File: src/rtl/cvp14_pkg.sv
// Shared constants, the write-buffer entry type and the saturating counter helper
// for the CVP14 memory bridge.
package cvp14_pkg;

  localparam int CVP14_ADDR_W = 16;
  localparam int CVP14_DATA_W = 16;
  localparam int PERF_W       = 32;

  typedef struct packed {
    logic [CVP14_ADDR_W-1:0] addr;
    logic [CVP14_DATA_W-1:0] data;
  } wb_entry_t;

  function automatic logic [PERF_W-1:0] sat_inc(input logic [PERF_W-1:0] v);
    return (v == {PERF_W{1'b1}}) ? v : v + PERF_W'(1);
  endfunction

endpackage

File: src/rtl/cvp14_wb_fifo.sv
// Posted-write FIFO for the CVP14 memory bridge: storage, wrap-around pointers,
// occupancy count and a youngest-entry address match for read forwarding.
module cvp14_wb_fifo
  import cvp14_pkg::*;
#(
  parameter int DEPTH = 4,
  parameter int AW    = CVP14_ADDR_W,
  parameter int DW    = CVP14_DATA_W
) (
  input  logic                    clk,
  input  logic                    rst,
  input  logic                    push,
  input  logic [AW-1:0]           push_addr,
  input  logic [DW-1:0]           push_data,
  input  logic                    pop,
  input  logic [AW-1:0]           lookup_addr,
  output logic [AW-1:0]           head_addr,
  output logic [DW-1:0]           head_data,
  output logic [$clog2(DEPTH):0]  count,
  output logic                    empty,
  output logic                    hit,
  output logic [DW-1:0]           hit_data
);

  localparam int PW = $clog2(DEPTH);
  localparam int CW = PW + 1;

  logic [AW-1:0] addr_mem [DEPTH];
  logic [DW-1:0] data_mem [DEPTH];
  logic [PW-1:0] head;
  logic [PW-1:0] tail;
  logic [CW-1:0] cnt;
  logic          full;
  logic          do_push;
  logic          do_pop;
  logic [PW-1:0] idx;
  logic          match;

  assign full    = (cnt == CW'(DEPTH));
  assign empty   = (cnt == {CW{1'b0}});
  // A full buffer only accepts a push when the same cycle drains the head.
  assign do_push = push & (~full | pop);
  assign do_pop  = pop & ~empty;
  assign count   = cnt;

  assign head_addr = addr_mem[head];
  assign head_data = data_mem[head];

  // Entry storage; contents are only meaningful below the count.
  always_ff @(posedge clk) begin
    if (do_push) begin
      addr_mem[tail] <= push_addr;
      data_mem[tail] <= push_data;
    end
  end

  // Pointers and occupancy.
  always_ff @(posedge clk or posedge rst) begin
    if (rst) begin
      head <= {PW{1'b0}};
      tail <= {PW{1'b0}};
      cnt  <= {CW{1'b0}};
    end else begin
      if (do_push) tail <= tail + PW'(1);
      if (do_pop)  head <= head + PW'(1);
      case ({do_push, do_pop})
        2'b10:   cnt <= cnt + CW'(1);
        2'b01:   cnt <= cnt - CW'(1);
        default: cnt <= cnt;
      endcase
    end
  end

  // Walk oldest to youngest so the last valid match wins.
  always_comb begin
    hit      = 1'b0;
    hit_data = {DW{1'b0}};
    idx      = {PW{1'b0}};
    match    = 1'b0;
    for (int i = 0; i < DEPTH; i++) begin
      idx      = head + PW'(i);
      match    = (CW'(i) < cnt) && (addr_mem[idx] == lookup_addr);
      hit      = hit | match;
      hit_data = match ? data_mem[idx] : hit_data;
    end
  end

endmodule

File: src/rtl/cvp14_mem_bridge.sv
// CVP14 core-to-SRAM bridge: reads own the SRAM port, writes are posted and drained
// when the port is idle. Optional perf counters: define CVP14_MEMBR_PERF_EN.
module cvp14_mem_bridge
  import cvp14_pkg::*;
#(
  parameter int WB_DEPTH = 4,
  parameter int ADDR_W   = CVP14_ADDR_W,
  parameter int DATA_W   = CVP14_DATA_W
) (
  input  logic                      Clk1,
  input  logic                      Reset,
  input  logic [ADDR_W-1:0]         Addr,
  input  logic                      RD,
  input  logic                      WR,
  input  logic [DATA_W-1:0]         dataOut,
  output logic [DATA_W-1:0]         DataIn,
  output logic [ADDR_W-1:0]         sram_addr,
  output logic                      sram_re,
  output logic                      sram_we,
  output logic [DATA_W-1:0]         sram_wdata,
  input  logic [DATA_W-1:0]         sram_rdata,
  output logic [$clog2(WB_DEPTH):0] wb_count,
  output logic                      wb_empty
`ifdef CVP14_MEMBR_PERF_EN
  ,
  output logic [PERF_W-1:0]         perf_rd,
  output logic [PERF_W-1:0]         perf_wr,
  output logic [PERF_W-1:0]         perf_fwd
`endif
);

  logic [ADDR_W-1:0] head_addr;
  logic [DATA_W-1:0] head_data;
  logic              hit;
  logic [DATA_W-1:0] hit_data;
  logic              rd_q;
  logic              fwd_hit;
  logic [DATA_W-1:0] fwd_data;
  logic [DATA_W-1:0] data_hold;
  logic [DATA_W-1:0] rd_mux;

  cvp14_wb_fifo #(
    .DEPTH (WB_DEPTH),
    .AW    (ADDR_W),
    .DW    (DATA_W)
  ) u_wb (
    .clk         (Clk1),
    .rst         (Reset),
    .push        (WR),
    .push_addr   (Addr),
    .push_data   (dataOut),
    .pop         (sram_we),
    .lookup_addr (Addr),
    .head_addr   (head_addr),
    .head_data   (head_data),
    .count       (wb_count),
    .empty       (wb_empty),
    .hit         (hit),
    .hit_data    (hit_data)
  );

  // Port arbitration: a read always wins, otherwise drain the oldest posted write.
  always_comb begin
    sram_re    = 1'b0;
    sram_we    = 1'b0;
    sram_addr  = head_addr;
    sram_wdata = head_data;
    if (RD && !Reset) begin
      sram_re   = 1'b1;
      sram_addr = Addr;
    end else if (!wb_empty) begin
      sram_we = 1'b1;
    end else begin
      sram_we = 1'b0;
    end
  end

  // DataIn is live only in the cycle after a read; otherwise it replays the last value.
  assign rd_mux = fwd_hit ? fwd_data : sram_rdata;
  assign DataIn = rd_q ? rd_mux : data_hold;

  // Forwarding capture and read-data hold.
  always_ff @(posedge Clk1 or posedge Reset) begin
    if (Reset) begin
      rd_q      <= 1'b0;
      fwd_hit   <= 1'b0;
      fwd_data  <= {DATA_W{1'b0}};
      data_hold <= {DATA_W{1'b0}};
    end else begin
      rd_q <= RD;
      if (RD) begin
        fwd_hit  <= hit;
        fwd_data <= hit_data;
      end
      if (rd_q) data_hold <= rd_mux;
    end
  end

`ifdef CVP14_MEMBR_PERF_EN
  // Saturating activity counters.
  always_ff @(posedge Clk1 or posedge Reset) begin
    if (Reset) begin
      perf_rd  <= {PERF_W{1'b0}};
      perf_wr  <= {PERF_W{1'b0}};
      perf_fwd <= {PERF_W{1'b0}};
    end else begin
      if (RD)       perf_rd  <= sat_inc(perf_rd);
      if (WR)       perf_wr  <= sat_inc(perf_wr);
      if (RD && hit) perf_fwd <= sat_inc(perf_fwd);
    end
  end
`endif

endmodule
File: config.mk
export PLATFORM = sky130hd
export DESIGN_NAME = cvp14_mem_bridge
export DESIGN_NICKNAME = d
export VERILOG_FILES = /design/src/rtl/cvp14_pkg.sv /design/src/rtl/cvp14_wb_fifo.sv /design/src/rtl/cvp14_mem_bridge.sv
export SDC_FILE = /design/constraint.sdc
export NUM_CORES = 1
export LEC_CHECK = 0
export CAP_MARGIN = 20
export CELL_PAD_IN_SITES_DETAIL_PLACEMENT = 1
export CELL_PAD_IN_SITES_GLOBAL_PLACEMENT = 1
export CORE_MARGIN = 2
export CORE_UTILIZATION = 43
export CTS_CLUSTER_SIZE = 12
export DETAILED_ROUTE_END_ITERATION = 10
export PLACE_DENSITY = 0.85
export SLEW_MARGIN = 20
export SYNTH_ARGS = -nofsm -noshare
export SYNTH_HDL_FRONTEND = slang
export SYNTH_SLANG_ARGS = --single-unit
File: constraint.sdc
create_clock -name Clk1 -period 2.74 [get_ports Clk1]
set_input_delay 0.548 -clock Clk1 [delete_from_list [all_inputs] [get_ports Clk1]]
set_output_delay 0.548 -clock Clk1 [all_outputs]
set_load 0.1 [all_outputs]
After elaboration in Yosys (flattened, before gate mapping) --
Memories as Yosys holds them, arrays and structs flattened. Cells that the tools add are included.
Operators by class: reductions and logical operators 8, bitwise operators 8, multiplexer cells 13, $lt $le $gt $ge 4, eq/ne operators 7, add/subtract/negate cells 6
Operators by type and width (number):
- 16-bit 2-to-1 mux | 7
- 16-bit == test | 4
- 1-bit by 3-bit less-than comparator with 1-bit output (first input constant) | 2
- 2-bit by 3-bit less-than comparator with 1-bit output (first input constant) | 2
- 3-bit case mux with 2 select lines | 1
- 1-bit logical AND | 5
- 1-bit 2-to-1 mux | 5
- 2-bit by 1-bit adder with 2-bit output (second input constant) | 2
- 2-bit adder (second input constant) | 2
- 1-bit bitwise OR | 4
- 3-bit by 1-bit adder with 3-bit output (second input constant) | 1
- 3-bit == test (second input constant) | 1
- 3-bit logical NOT | 1
- 3-bit by 1-bit subtractor with 3-bit output (second input constant) | 1
- 1-bit bitwise AND | 2
- 2-bit by 1-bit == test with 1-bit output (second input constant) | 1
- 2-bit == test (second input constant) | 1
- 1-bit inverter | 2
- 2-bit nonzero test | 1
- 1-bit logical NOT | 1
Storage, ports and cells: output and inout port bits 54, RAM bits 128, register bits after elaboration 41, memories 2, word-level logic and storage cells 55, input port bits 52
Memory list:
- u_wb.addr_mem | depth 4, bits a word 16, rd ports 4, clocked after memory_dff 0, wr ports 1, RTL line cvp14_wb_fifo.sv:28 | logic [AW-1:0] addr_mem [DEPTH];
- u_wb.data_mem | depth 4, bits a word 16, rd ports 4, clocked after memory_dff 0, wr ports 1, RTL line cvp14_wb_fifo.sv:29 | logic [DW-1:0] data_mem [DEPTH];

Longest topological paths before layout --
word-level depth 7, depth in mapped cells 13, mapped depth without buffers 9

Modules after synthesis --
Synthesis repeated with hierarchy kept, for this count alone.
Unflattened totals: cells, all modules 843, area, all modules 10781.6 µm²
By module, submodules not included:
- cvp14_wb_fifo | cells an instance 715, times used 1, seq. area each 4018.9 µm², area each 9135.0 µm²
- cvp14_mem_bridge | cells an instance 128, times used 1, seq. area each 850.8 µm², area each 1646.6 µm²

Worst setup path before layout --
Ideal clock, no wire load.
path type input -> output, start point input Reset, end point output sram_addr[3], stages on the path 5, data arrival time 4.385 ns, required time 2.192 ns, path buffers 1, path slack -2.193 ns, cell sequence inv_1 nand2_1 inv_1 clkbuf_1 o21ai_0
On the way: cells in the longest elaborated chain, start to end 3
Ends and longest elaborated chain:
- start: declaration | RTL line cvp14_mem_bridge.sv:11 | input logic Reset,
- 1-bit logical NOT (no source line)
- 1-bit logical AND | RTL line cvp14_mem_bridge.sv:68 | if (RD && !Reset) begin
- 16-bit 2-to-1 mux | RTL line cvp14_mem_bridge.sv:68
- end: declaration | RTL line cvp14_mem_bridge.sv:17 | output logic [ADDR_W-1:0] sram_addr,
No other way between the ends.

Final worst setup path --
start point register u_wb.head[1], end point register fwd_data[3]
On the way: cells in the longest elaborated chain, start to end 7, elaborated cells on any way between the ends 17, classes of those cells add/sub (3); eq/ne (4); mux (4); reduce/logical (4); memory (2)
Ends and longest elaborated chain:
- start: declaration | RTL line cvp14_wb_fifo.sv:30 | logic [PW-1:0] head;
- start signal: assignment | RTL line cvp14_wb_fifo.sv:60 | head <= {PW{1'b0}};
- start signal: assignment | RTL line cvp14_wb_fifo.sv:65 | if (do_pop) head <= head + PW'(1);
- 2-bit by 1-bit adder with 2-bit output / memory read 4 x 16 bit (equally long branches)
- memory read 4 x 16 bit / 16-bit == test (equally long branches)
- 16-bit == test / 1-bit logical AND (equally long branches) | RTL line cvp14_wb_fifo.sv:82 | match = (CW'(i) < cnt) && (addr_mem[idx] == lookup_addr);
- 1-bit logical AND / 16-bit 2-to-1 mux (equally long branches) | RTL line cvp14_wb_fifo.sv:82, cvp14_wb_fifo.sv:84
- 16-bit 2-to-1 mux (2 in series) | RTL line cvp14_wb_fifo.sv:84 | hit_data = match ? data_mem[idx] : hit_data;
- 16-bit 2-to-1 mux (*) | RTL line cvp14_wb_fifo.sv:84
- end signal: assignment | RTL line cvp14_mem_bridge.sv:87 | fwd_data <= {DATA_W{1'b0}};
- end signal: assignment | RTL line cvp14_mem_bridge.sv:93 | fwd_data <= hit_data;
- end: declaration | RTL line cvp14_mem_bridge.sv:38 | logic [DATA_W-1:0] fwd_data;
Every way passes the cells marked *; elsewhere a longest branch is shown, timed or not. A chain may end at the register's enable or synchronous reset.

==> results.md <==
- Summing the sequential cell areas from Yosys gives 44.7% of the chip area.
- The area growth from synthesis to layout is 46.6%.
- The power density over the cells is 1280 nW/um^2.
- Clock tree synthesis selected as its root buffer the cell sky130_fd_sc_hd__clkbuf_16.
- No sink is reached through more buffers than the 2 on the longest clock path.
- The post-synthesis cell type count is 67.
- The clock tree synthesis step divided the H-tree into 4 levels.
- On the critical path, the stage with the largest delay is an instance of sky130_fd_sc_hd__a222oi_1.
- The capture point of the critical path is fwd_data[3].
- The die covers 26,600 um^2.
- The core region is 25,000 um^2.
- The number of hold buffers added after CTS was 0.
- The post-route clock skew is 0.0181 ns.
- The remaining routing DRC violations is 0.
- The total overflow left after global routing is 0.
- The remaining number of nets flagged by the antenna check after routing is 0.
- The nature of the critical path endpoint is a register.
- Measured against its own limit, the worst slew margin works out to 53.9%.
- Data arrives at the worst endpoint at 3.60 ns.
- A synthesized cell averages 12.0 um^2.
- The number of antenna violations at the first check in global routing is 1.
- The finished cells cover 16,000 um^2.
- The number of buffers inserted during clock tree synthesis is 17.
- The total routed wirelength is 48,900 um.
- Setup repair after global routing could not meet its margin everywhere.
- During synthesis, Yosys emitted a total of 0 warnings.
- The max-slew violation count is 0.
- The synthesized net count is between 900 and 1,000.
- The worst-case IR drop observed on VDD is roughly 0.00073 V.
- The number of input and output port buffers inserted is 105.
- The number of failing hold endpoints at the final stage was 0.
- For the worst setup path, the data required time is 3.13 ns.
- The worst register-to-register path ends at fwd_data[3].
- The dominant register cell in the synthesized netlist is sky130_fd_sc_hd__edfxtp_1.
- In this run the cell area of the synthesized design comes to 10,900 um^2.
- After detailed routing, the average wire length per cell comes to 33.0 um.
- The pin count of the biggest net entering global routing is between 60 and 70.
- The signal on the critical path passes through buf_12 -> bufbuf_16 -> mux2i_4 -> mux2i_1 -> a222oi_1 -> o2111ai_2 -> buf_6 -> buf_16 -> o41a_1 -> o31a_1 -> o21ai_2.
- STA classifies the critical path startpoint as a register.
- The clock transition at the registers of the reported paths is 0.07 ns.
- Setup violations remaining at the end of the flow were counted as 42.
- For this run, asynchronously set or reset flops after synthesis account for 24.3%.
- After routing, the total negative slack on setup checks comes to -8.59 ns.
- For this run, the top clock speed supported by timing is 311 MHz.
- The number of synthesized register bits is 169.
- The number of global-route vias before repair is 10,174.
- In this run the worst path has a maximum fanout of 8.
- The clock latency on the worst-skew pair is 0.47 ns.
- The violation count after the first detailed-routing iteration is 901.
- The final worst-path setup slack is -0.472 ns.
- The final layout contains 1,201 nets.
- The final standard cell utilization of the core is 63.8%.
- The flop-to-flop setup slack is -0.47 ns.
- The placement row count is 58.
- The critical path is of the register to register type.
- The run finished, with violations left.
- From bottom edge to top edge, the die measures 163 um.
- The fraction of the cycle the final worst path needs is 117%.
- The post-detailed-placement half-perimeter wirelength is 25,800 um.
- The routed design could run at a clock period as short as 3.21 ns.
- TritonCTS built the clock tree.
- The total routing usage reported by global routing is between 30% and 40%.
- The first detailed-routing pass ran for 5 iterations.
- The first-pass GRT wire length is around 63,000 um.
- The synthesized instance count is around 910.
- The worst register-to-register path has a depth of 11.
- The die boundary width is 163 um.
- The checks that failed: negative setup slack.
- The first element of the critical path is u_wb.head[1].
- The longest individual stage delay on the worst path is 0.61 ns.
- The analysis attributes to cell leakage a power of 6.14 nW.
- In the routed layout, each cell is associated on average with a via count of between 6 and 7.
- Once the floorplan was initialized, standard cells occupied 43.5% of the core.
- At the pin with the least slew margin, the transition time is 0.691 ns.
- The boundary pin count is 106.
- The congestion estimate from routability-driven global placement came to 0.902.
- Of the cells placed in the final design, the portion with a size suffix greater than 1 is 42.6%.
- The startpoint identified for the worst register-to-register timing path is u_wb.head[1].
- Across all hold checks on the routed design, the worst slack comes to around 0.58 ns.
- The total of max-cap violations is 0.
- Summing all placed instances gives a cell area of between 10,000 and 15,000 um^2.
- The detailed router placed 10,075 vias in this run.
- The clock drives 169 sinks.
- The class of the worst hold path is register to register.
- In this run, synthesis inferred 128 flip-flops with an integrated enable.
==> report_power, final <==
| part | leakage [nW] | switching (mW) | internal [mW] | total [mW] |
|---|---|---|---|---|
| registers | 1.69 | 0.441 | 3.27 | 3.71 |
| logic | 4.14 | 8.20 | 5.81 | 14.0 |
| clock network | 0.305 | 1.18 | 1.50 | 2.68 |
| total | 6.14 | 9.82 | 10.6 | 20.4 |
==> layout make-up <==
cell class	count	area, um^2
Multi-Input combinational cell	644	6390
Sequential cell	169	4880
Inverter	22	91.3
Antenna cell	1	2.50
Clock inverter	10	128
Clock buffer	22	497
Tap cell	330	413
Timing Repair Buffer	287	3570
Fill cell	2366	9060
==> flip-flops by register name, summed over array words and instances (netlist names) <==
register	count
data_hold	16
fwd_data	16
fwd_hit	1
rd_q	1
u_wb.addr_mem	64
u_wb.count	3
u_wb.data_mem	64
u_wb.head	2
u_wb.tail	2
==> routing by layer <==
metal | vias up | GRT usage, % | part of all wire, %
met5 | - | 0 | 0
met4 | 0 | 16.7 | 7.8
met3 | 293 | 5.28 | 7.6
met2 | 780 | 56.0 | 49
met1 | 5049 | 36.0 | 35
li1 | 3953 | - | -
==> metrics by stage <==
stage / worst slack (ns) / std cells / total power [mW]
after floorplan: -0.0783 / 912 / 11.2
after global placement: -0.285 / 1406 / 14.4
after detailed placement: -0.451 / 1406 / 14.8
after CTS: -0.155 / 1461 / 18.6
after global routing: -0.498 / 1485 / 20.8
final: -0.472 / 1485 / 20.4
==> worst min path at each step <==
stage	startpoint	end	slack (ns)	cells after the start
4_1_cts	u_wb.count[0]	u_wb.count[0]	0.56	1
3_3_place_gp	u_wb.count[0]	u_wb.count[0]	0.54	1
2_1_floorplan	Reset	data_hold[0]	0.54	1
6_report	data_hold[2]	data_hold[2]	0.58	2
5_1_grt	data_hold[15]	data_hold[15]	0.60	2
3_5_place_dp	u_wb.count[0]	u_wb.count[0]	0.54	1
==> cell usage in the layout, fill, tap and decap left out, drive strengths merged, types with 17 or more instances in the layout <==
| cell | instances |
|---|---|
| mux2 | 17 |
| xnor2 | 36 |
| buf | 225 |
| edfxtp | 128 |
| dfrtp | 41 |
| nor4b | 17 |
| nand2 | 80 |
| o21ai | 31 |
| clkdlybuf4s50 | 51 |
| mux2i | 124 |
| inv | 25 |
| mux4 | 43 |
| xor2 | 18 |
| a21oi | 52 |
| clkbuf | 31 |
| nor2 | 42 |
==> cell usage after synthesis, types with 5 or more instances <==
master,instances,share of area (%)
sky130_fd_sc_hd__nor3_1,14,0.64
sky130_fd_sc_hd__buf_6,8,0.83
sky130_fd_sc_hd__nor4b_1,7,0.56
sky130_fd_sc_hd__nor2_1,42,1.4
sky130_fd_sc_hd__ha_1,8,0.92
sky130_fd_sc_hd__o21ai_0,27,1.2
sky130_fd_sc_hd__edfxtp_1,128,35
sky130_fd_sc_hd__dfrtp_1,41,9.4
sky130_fd_sc_hd__o41a_1,16,1.7
sky130_fd_sc_hd__buf_1,5,0.17
sky130_fd_sc_hd__inv_1,22,0.76
sky130_fd_sc_hd__mux4_2,35,7.2
sky130_fd_sc_hd__o31ai_1,6,0.41
sky130_fd_sc_hd__nand2b_1,16,0.92
sky130_fd_sc_hd__buf_2,22,1.0
sky130_fd_sc_hd__o311ai_0,9,0.72
sky130_fd_sc_hd__and2_1,16,0.92
sky130_fd_sc_hd__nand2_1,80,2.8
sky130_fd_sc_hd__o2bb2ai_1,5,0.40
sky130_fd_sc_hd__mux2i_1,122,11
sky130_fd_sc_hd__clkbuf_1,31,1.1
sky130_fd_sc_hd__o31a_1,11,0.88
sky130_fd_sc_hd__o22ai_1,8,0.46
sky130_fd_sc_hd__a21oi_1,52,2.4
sky130_fd_sc_hd__a221oi_1,6,0.48
sky130_fd_sc_hd__buf_4,7,0.48
sky130_fd_sc_hd__mux4_1,8,1.9
sky130_fd_sc_hd__nor2b_1,12,0.69
sky130_fd_sc_hd__xnor2_1,36,2.9
sky130_fd_sc_hd__xor2_1,18,1.4
sky130_fd_sc_hd__o21bai_1,6,0.41
sky130_fd_sc_hd__nor4b_2,10,1.4
sky130_fd_sc_hd__mux2_2,17,1.8
==> critical path: cells and delay by family, from the launching register on <==
family	cells	cell delay (ns)
buffers and inverters	4	0.79
AOI/OAI and AO/OA	5	1.51
DFF	1	0.52
muxes	2	0.30
==> kinds of logic after synthesis <==
family | Yosys count | synth area share (%)
flip-flops | 169 | 44.7
AND/OR/NAND/NOR | 217 | 10.7
multiplexers | 184 | 22.4
adder cells (fa/ha/maj) | 8 | 0.918
buffers and inverters | 99 | 4.91
AO/OA/AOI/OAI | 181 | 12.1
XOR/XNOR | 54 | 4.34
==> timing repair <==
item                                    in CTS  in global routing
buffers inserted                            20                 15
gates resized for setup                     99                 76
endpoints found under the hold margin        0                  0
endpoints found under the setup margin      48                 45
gates cloned                                 4                 11
pin swaps                                   16                 32
(Power assumes the default switching activity.)
